[src/rtl/note_lane_pkg.sv]
// Shared screen geometry and FSM state encoding for the note lane engine.
package note_lane_pkg;

    localparam int SCR_W = 320;
    localparam int SCR_H = 240;
    localparam int X_W   = 9;
    localparam int Y_W   = 8;

    typedef enum logic [2:0] {
        ST_IDLE  = 3'd0,
        ST_WAIT  = 3'd1,
        ST_FETCH = 3'd2,
        ST_SHIFT = 3'd3,
        ST_DRAW  = 3'd4,
        ST_DONE  = 3'd5
    } state_t;

endpackage

[src/rtl/note_hit_scorer.sv]
// Scores the hit row against player inputs: popcount of hits, doubled once the
// clean-shift streak reaches STREAK_2X, accumulated into a saturating score.
module note_hit_scorer #(
    parameter int NUM_LANES = 3,
    parameter int SCORE_W   = 8,
    parameter int STREAK_2X = 4
) (
    input  logic                 clock,
    input  logic                 reset,
    input  logic                 clear_i,
    input  logic                 score_en_i,
    input  logic [NUM_LANES:0]   row0_i,
    input  logic [NUM_LANES-1:0] notes_i,
    output logic [SCORE_W-1:0]   score_o
);

    localparam int HW  = $clog2(NUM_LANES + 1);
    localparam int PW  = HW + 1;
    localparam int SKW = $clog2(STREAK_2X + 1);

    logic [SCORE_W-1:0]   score_q, score_d;
    logic [SKW-1:0]       streak_q, streak_d;
    logic [NUM_LANES-1:0] row_notes, hit_vec;
    logic                 row_hold;
    logic [HW-1:0]        hits;
    logic [PW-1:0]        pts;
    logic [SCORE_W:0]     sum;

    assign row_notes = row0_i[NUM_LANES-1:0];
    assign row_hold  = row0_i[NUM_LANES];
    assign hit_vec   = row_notes & notes_i;

    always_comb begin
        hits = '0;
        for (int i = 0; i < NUM_LANES; i++) begin
            hits = hits + HW'(hit_vec[i]);
        end
    end

    assign pts = (streak_q >= SKW'(STREAK_2X)) ? {hits, 1'b0} : {1'b0, hits};
    assign sum = {1'b0, score_q} + (SCORE_W + 1)'(pts);

    // The streak only needs to reach STREAK_2X, so it saturates there.
    always_comb begin
        score_d  = score_q;
        streak_d = streak_q;
        if (clear_i) begin
            score_d  = '0;
            streak_d = '0;
        end else if (score_en_i) begin
            score_d = sum[SCORE_W] ? '1 : sum[SCORE_W-1:0];
            if (row_notes != '0 && !row_hold) begin
                if (hit_vec == row_notes) begin
                    if (streak_q != SKW'(STREAK_2X)) begin
                        streak_d = streak_q + 1'b1;
                    end
                end else begin
                    streak_d = '0;
                end
            end
        end
    end

    always_ff @(posedge clock) begin
        if (reset) begin
            score_q  <= '0;
            streak_q <= '0;
        end else begin
            score_q  <= score_d;
            streak_q <= streak_d;
        end
    end

    assign score_o = score_q;

endmodule

[src/rtl/note_lane_engine.sv]
// Streams song words into the note window, scores hits and emits one box request per cell.
// IDLE: no song | WAIT: await tick | FETCH: ROM read | SHIFT: shift+score | DRAW: boxes | DONE: latch final
module note_lane_engine
    import note_lane_pkg::*;
#(
    parameter int NUM_LANES    = 3,
    parameter int VISIBLE_ROWS = 4,
    parameter int SONG_LEN     = 59,
    parameter int SONG_AW      = 6,
    parameter int BOX_W        = 30,
    parameter int LANE_H       = 60,
    parameter int X0           = 0,
    parameter int Y0           = 60,
    parameter int SCORE_W      = 8,
    parameter int STREAK_2X    = 4
) (
    input  logic                 clock,
    input  logic                 reset,
    input  logic                 start,
    input  logic                 shift_song,
    input  logic [NUM_LANES-1:0] notes_in,
    output logic                 song_rd,
    output logic [SONG_AW-1:0]   song_addr,
    input  logic [NUM_LANES:0]   song_word,
    output logic                 box_valid,
    input  logic                 box_ready,
    output logic [X_W-1:0]       box_x,
    output logic [Y_W-1:0]       box_y,
    output logic                 box_filled,
    output logic                 box_hold,
    output logic                 busy,
    output logic [SCORE_W-1:0]   score,
    output logic [SCORE_W-1:0]   final_score,
    output logic                 done,
    output logic                 overrun
);

    localparam int LW    = (NUM_LANES > 1) ? $clog2(NUM_LANES) : 1;
    localparam int RW    = (VISIBLE_ROWS > 1) ? $clog2(VISIBLE_ROWS) : 1;
    localparam int TOTAL = SONG_LEN + VISIBLE_ROWS;
    localparam int CW    = $clog2(TOTAL + 1);
    localparam logic [LW-1:0] LANE_LAST = LW'(NUM_LANES - 1);
    localparam logic [RW-1:0] ROW_LAST  = RW'(VISIBLE_ROWS - 1);

    if (X0 + (VISIBLE_ROWS - 1) * BOX_W >= SCR_W) begin : g_x_range
        $error("note window exceeds screen width");
    end
    if (Y0 + (NUM_LANES - 1) * LANE_H >= SCR_H) begin : g_y_range
        $error("note window exceeds screen height");
    end

    state_t                              state_q, state_d;
    logic [VISIBLE_ROWS-1:0][NUM_LANES:0] win_q;
    logic [SONG_AW:0]                    idx_q;
    logic [CW-1:0]                       left_q;
    logic [LW-1:0]                       lane_q;
    logic [RW-1:0]                       row_q;
    logic                                pend_q, overrun_q;
    logic [SCORE_W-1:0]                  final_q, score_w;
    logic                                idx_ok, in_draw, hs, last_cell, start_ok, tick_busy;
    logic [NUM_LANES:0]                  cell_row;

    assign idx_ok    = idx_q < (SONG_AW + 1)'(SONG_LEN);
    assign in_draw   = state_q == ST_DRAW;
    assign hs        = in_draw && box_ready;
    assign last_cell = (lane_q == LANE_LAST) && (row_q == ROW_LAST);
    assign start_ok  = (state_q == ST_IDLE) && start;
    assign tick_busy = shift_song && (state_q == ST_FETCH || state_q == ST_SHIFT || in_draw);

    // A tick that arrived during the previous row skips WAIT entirely.
    always_comb begin
        state_d = state_q;
        unique case (state_q)
            ST_IDLE:  if (start) state_d = ST_WAIT;
            ST_WAIT:  if (shift_song) state_d = ST_FETCH;
            ST_FETCH: state_d = ST_SHIFT;
            ST_SHIFT: state_d = ST_DRAW;
            ST_DRAW: begin
                if (hs && last_cell) begin
                    if (left_q == '0)                state_d = ST_DONE;
                    else if (pend_q || shift_song)   state_d = ST_FETCH;
                    else                             state_d = ST_WAIT;
                end
            end
            ST_DONE:  state_d = ST_IDLE;
            default:  state_d = ST_IDLE;
        endcase
    end

    always_ff @(posedge clock) begin
        if (reset) begin
            state_q   <= ST_IDLE;
            win_q     <= '0;
            idx_q     <= '0;
            left_q    <= '0;
            lane_q    <= '0;
            row_q     <= '0;
            pend_q    <= 1'b0;
            overrun_q <= 1'b0;
            final_q   <= '0;
        end else begin
            state_q <= state_d;
            if (start_ok) begin
                idx_q     <= '0;
                left_q    <= CW'(TOTAL);
                pend_q    <= 1'b0;
                overrun_q <= 1'b0;
            end
            if (tick_busy) begin
                pend_q <= 1'b1;
                if (pend_q) overrun_q <= 1'b1;
            end
            if (in_draw && state_d != ST_DRAW) pend_q <= 1'b0;
            if (state_q == ST_SHIFT) begin
                for (int r = 0; r < VISIBLE_ROWS - 1; r++) begin
                    win_q[r] <= win_q[r+1];
                end
                win_q[VISIBLE_ROWS-1] <= idx_ok ? song_word : '0;
                if (idx_ok) idx_q <= idx_q + 1'b1;
                left_q <= left_q - 1'b1;
                lane_q <= '0;
                row_q  <= '0;
            end
            if (hs) begin
                if (row_q == ROW_LAST) begin
                    row_q  <= '0;
                    lane_q <= (lane_q == LANE_LAST) ? '0 : lane_q + 1'b1;
                end else begin
                    row_q <= row_q + 1'b1;
                end
            end
            if (state_q == ST_DONE) final_q <= score_w;
        end
    end

    note_hit_scorer #(
        .NUM_LANES (NUM_LANES),
        .SCORE_W   (SCORE_W),
        .STREAK_2X (STREAK_2X)
    ) u_scorer (
        .clock      (clock),
        .reset      (reset),
        .clear_i    (start_ok || state_q == ST_DONE),
        .score_en_i (state_q == ST_SHIFT),
        .row0_i     (win_q[0]),
        .notes_i    (notes_in),
        .score_o    (score_w)
    );

    assign cell_row    = win_q[row_q];
    assign box_valid   = in_draw;
    assign box_filled  = in_draw && cell_row[lane_q];
    assign box_hold    = in_draw && cell_row[NUM_LANES] && cell_row[lane_q];
    assign box_x       = in_draw ? X_W'(X0) + X_W'(row_q) * X_W'(BOX_W) : '0;
    assign box_y       = in_draw ? Y_W'(Y0) + Y_W'(lane_q) * Y_W'(LANE_H) : '0;
    assign song_rd     = (state_q == ST_FETCH) && idx_ok;
    assign song_addr   = (state_q == ST_FETCH) ? idx_q[SONG_AW-1:0] : '0;
    assign busy        = state_q != ST_IDLE;
    assign done        = state_q == ST_DONE;
    assign overrun     = overrun_q;
    assign score       = score_w;
    assign final_score = final_q;

endmodule
[config.mk]
export PLATFORM = sky130hd
export DESIGN_NAME = note_lane_engine
export DESIGN_NICKNAME = d
export VERILOG_FILES = /design/src/rtl/note_lane_pkg.sv /design/src/rtl/note_hit_scorer.sv /design/src/rtl/note_lane_engine.sv
export SDC_FILE = /design/constraint.sdc
export NUM_CORES = 1
export LEC_CHECK = 0
export BUFFER_PORTS_ARGS = -buffer_cell sky130_fd_sc_hd__buf_2
export CAP_MARGIN = 15
export CORE_AREA = 3 3 76 78
export DETAILED_ROUTE_END_ITERATION = 10
export DIE_AREA = 0 0 79 81
export PLACE_DENSITY = 0.94
export SLEW_MARGIN = 30
export SYNTH_ARGS = -nofsm -noshare
export SYNTH_HDL_FRONTEND = slang
export SYNTH_HIERARCHICAL = 1
export SYNTH_SLANG_ARGS = --single-unit
[constraint.sdc]
create_clock -name clock -period 3.7 [get_ports clock]
set_input_delay 0.555 -clock clock [delete_from_list [all_inputs] [get_ports clock]]
set_output_delay 0.555 -clock clock [all_outputs]
set_load 0.1 [all_outputs]
==> summary.md <==
| Metric | Value |
|---|---|
| GRT Util Overall | 22.8% |
| Post-synth EDFFs | 0 |
| Layout area overhead | 12.1% |
| Worst Path Arrival | 2.46 ns |
| Area of the multi-input gates | 0.00170 mm^2 |
| # hold bufs at CTS | 0 |
| Post-synthesis sequential area ratio | 37.1% |
| Core region area | 0.00514 mm^2 |
| Rows | 26 |
| Die ar. | 0.00640 mm^2 |
| Vias in the first global route | 2572 |
| Top Ports | 58 |
| Netlist Area Pre-Place | 0.00308 mm^2 |
| Port Buf Inserts | 52 |
| Setup TNS | 0 ns |
| Peak Freq | 0.331 GHz |
| Worst skew pair latency | 0.33 ns |
| Final wirelength | 7110 um |
| DR pass1 iterations | 4 |
| Initial antenna violation count | 0 |
| Worst Path Max Fanout | 10 |
| Max_slew headroom | 42.1% |
| Drt drc | 0 |
| H-tree depth reported by CTS | 3 |
| Post-synthesis register bit count | 57 |
| Via count of the routed design | 2751 |
| Setup WS pre-CTS | 0.798 ns |
| Final Setup Violations | 0 |
| Syn Inst Count | 372 |
| Post CTS Setup Buffer Count | 0 |
| Layout cells sized above 1 | 18.3% |
| Routed len/inst | 14.6 um |
| Unrepaired setup endpoints after global routing | no |
| Average cell area after synthesis | 8.28 um^2 |
| Number of inserted diodes | 0 |
| Status | finished, final reports clean |
| Fillers | 431 |
| VDD IR-drop max | 0.216 mV |
| Final net count | 442 |
| Min-Delay Path Class | reg2reg |
| Drt via density | 5.66 |
| Final Hold Fails | 0 |
| Slew Viols, Final | 0 |
| Post-CTS sizing | 0 |
| Hpwl dp | 4950 um |
| Die Ht | 81 um |
| Worst setup path class | reg2out |
| Crit. End Element | primary output |
| CTS clk-pin slew, worst paths | 0.06 ns |
| Post-detailed-route count of antenna-violating nets | 0 |
| CTS Root Cell | clkbuf_8 |
| Synth area leader | dfxtp_1 |
| First-pass GRT wire length | 11600 um |
| Worst setup margin | 0.682 ns |
| Synth cell types | 62 |
| Yosys top cell area share | 37.1% |
| Leak pwr | 1.43 nW |
| Yosys warns | 6 |
| Leading post-synthesis cells by cell area | dfxtp_1, nand2_1, a21oi_1, ha_1, nand3_1 |
| Dominant synthesized flop cell | dfxtp_1 |
| Placer congestion estimate | 0.800 |
| Most frequent cells in the layout | dfxtp_1, nand2_1, buf_2, a21oi_1, nor2_1 |
| Critical path launch point type | flop |
| Max-Cap Viols | 0 |
| Register Area | 0.00114 mm^2 |
| CTS tree | built |
| Most common cell after layout, fill and taps aside | dfxtp_1 |
| Slew @ Worst Pin | 0.869 ns |
| Initial Utilization | 59.9% |
| Clock sink total | 57 |
| Minimum clock period | 3.02 ns |
| GRT overflow | 0 |
| DIE WIDTH | 79 um |
| Clock skew | 0.00583 ns |
| Power per cell area | 371 mW/mm^2 |
| Req. time, crit path | 3.14 ns |
| Async SR Flop Fraction | 0% |
| Initial drt markers | 226 |
| Longest Clk Path Bufs | 2 |
| TritonCTS buffer count | 9 |
| Crit share post-route | 81.6% |
| Largest net degree at the start of global routing | 50 |
power breakdown:
part           switching [mW]  internal [mW]  total (mW)
Clock                   0.227          0.273       0.500
Combinational           0.107         0.0339       0.141
Sequential             0.0150          0.626       0.641
cells in the mapped netlist, types with 2 or more instances:
cell,count
dfxtp_1,57
xor2_1,2
buf_6,3
a22oi_1,6
o211ai_1,2
nand3b_1,5
nor2b_1,4
o31ai_1,2
nand2_1,56
xnor2_1,2
mux2i_1,6
fa_1,2
mux2_2,2
nand3_1,18
nor4_1,3
o211a_1,2
nand4_1,4
clkbuf_1,11
o21ai_0,5
buf_2,3
or3_1,3
nor3_1,10
o22ai_1,2
inv_1,21
or2_1,2
a31oi_1,2
a21boi_1,2
a21oi_1,38
nand2b_1,3
a311oi_1,3
mux4_2,2
ha_1,15
buf_4,9
a211oi_1,8
and2_1,9
nor2_1,22
flip-flops by register name (all words and copies together), names as in the netlist:
signal             count
win_q                 16
final_score            8
u_scorer/score_o       8
idx_q                  7
left_q                 6
state_q                3
u_scorer/streak_q      3
lane_q                 2
row_q                  2
overrun                1
pend_q                 1
per-stage QoR:
stage	utilization, %	total power [mW]	cells	instance area [um^2]	hold slack, ns
2_1_floorplan	-	0.775	376	3090	0.442
3_3_place_gp	64.0	0.789	472	3290	0.439
3_5_place_dp	64.0	0.793	472	3290	0.445
4_1_cts	67.1	1.29	486	3450	0.453
5_1_grt	67.1	1.32	486	3450	0.477
6_report	67.1	1.28	486	3450	0.453
metal layers:
metal  wire length [um]  up-vias  part of all wire [%]  track usage [%]
met4                 52        0                  0.73             9.62
met2               3670       61                    52             40.2
met3                327        6                   4.6             3.77
met1               3060     1324                    43             27.6
met5                  0        -                     0                0
li1                   -     1360                     -                -
cells by family (layout without fill, tap and decap cells):
logic type      after synthesis  in the layout  synth area share [%]
other cells                   1              5                 0.122
simple gates                151            151                  24.7
xor+xnor                      4              4                  1.14
mux                          10             10                  4.14
flops                        57             57                  37.1
compound gates               82             82                  17.3
fa+ha+maj                    17             17                  7.40
buf+inv                      50             90                  8.09
worst max-delay path, stage by stage, from the launching register on:
cell      delay, ns
dfxtp_1        0.48
or3b_1         0.56
a311oi_1       0.32
o311ai_1       0.17
a21boi_1       0.15
buf_2          0.44
path summary, 6_finish.rpt:
| kind | cells past startpoint | slack (ns) | from | endpoint |
|---|---|---|---|---|
| setup / recovery | 5 | 0.68 | state_q[2] | box_hold |
| hold / removal | 2 | 0.45 | final_score[6] | final_score[6] |
| hold reg to reg | 2 | 0.45 | final_score[6] | final_score[6] |
| setup reg to reg | 10 | 0.94 | win_q[2] | u_scorer/score_o[1] |
area by class of cell:
class | count | share of cell area (%)
Timing Repair Buffer | 53 | 7.76
Clock buffer | 14 | 4.71
Sequential cell | 57 | 33.1
Tap cell | 70 | 2.54
Multi-Input combinational cell | 269 | 49.4
Inverter | 23 | 2.54
Note: power is estimated with default switching activity, not from simulation.
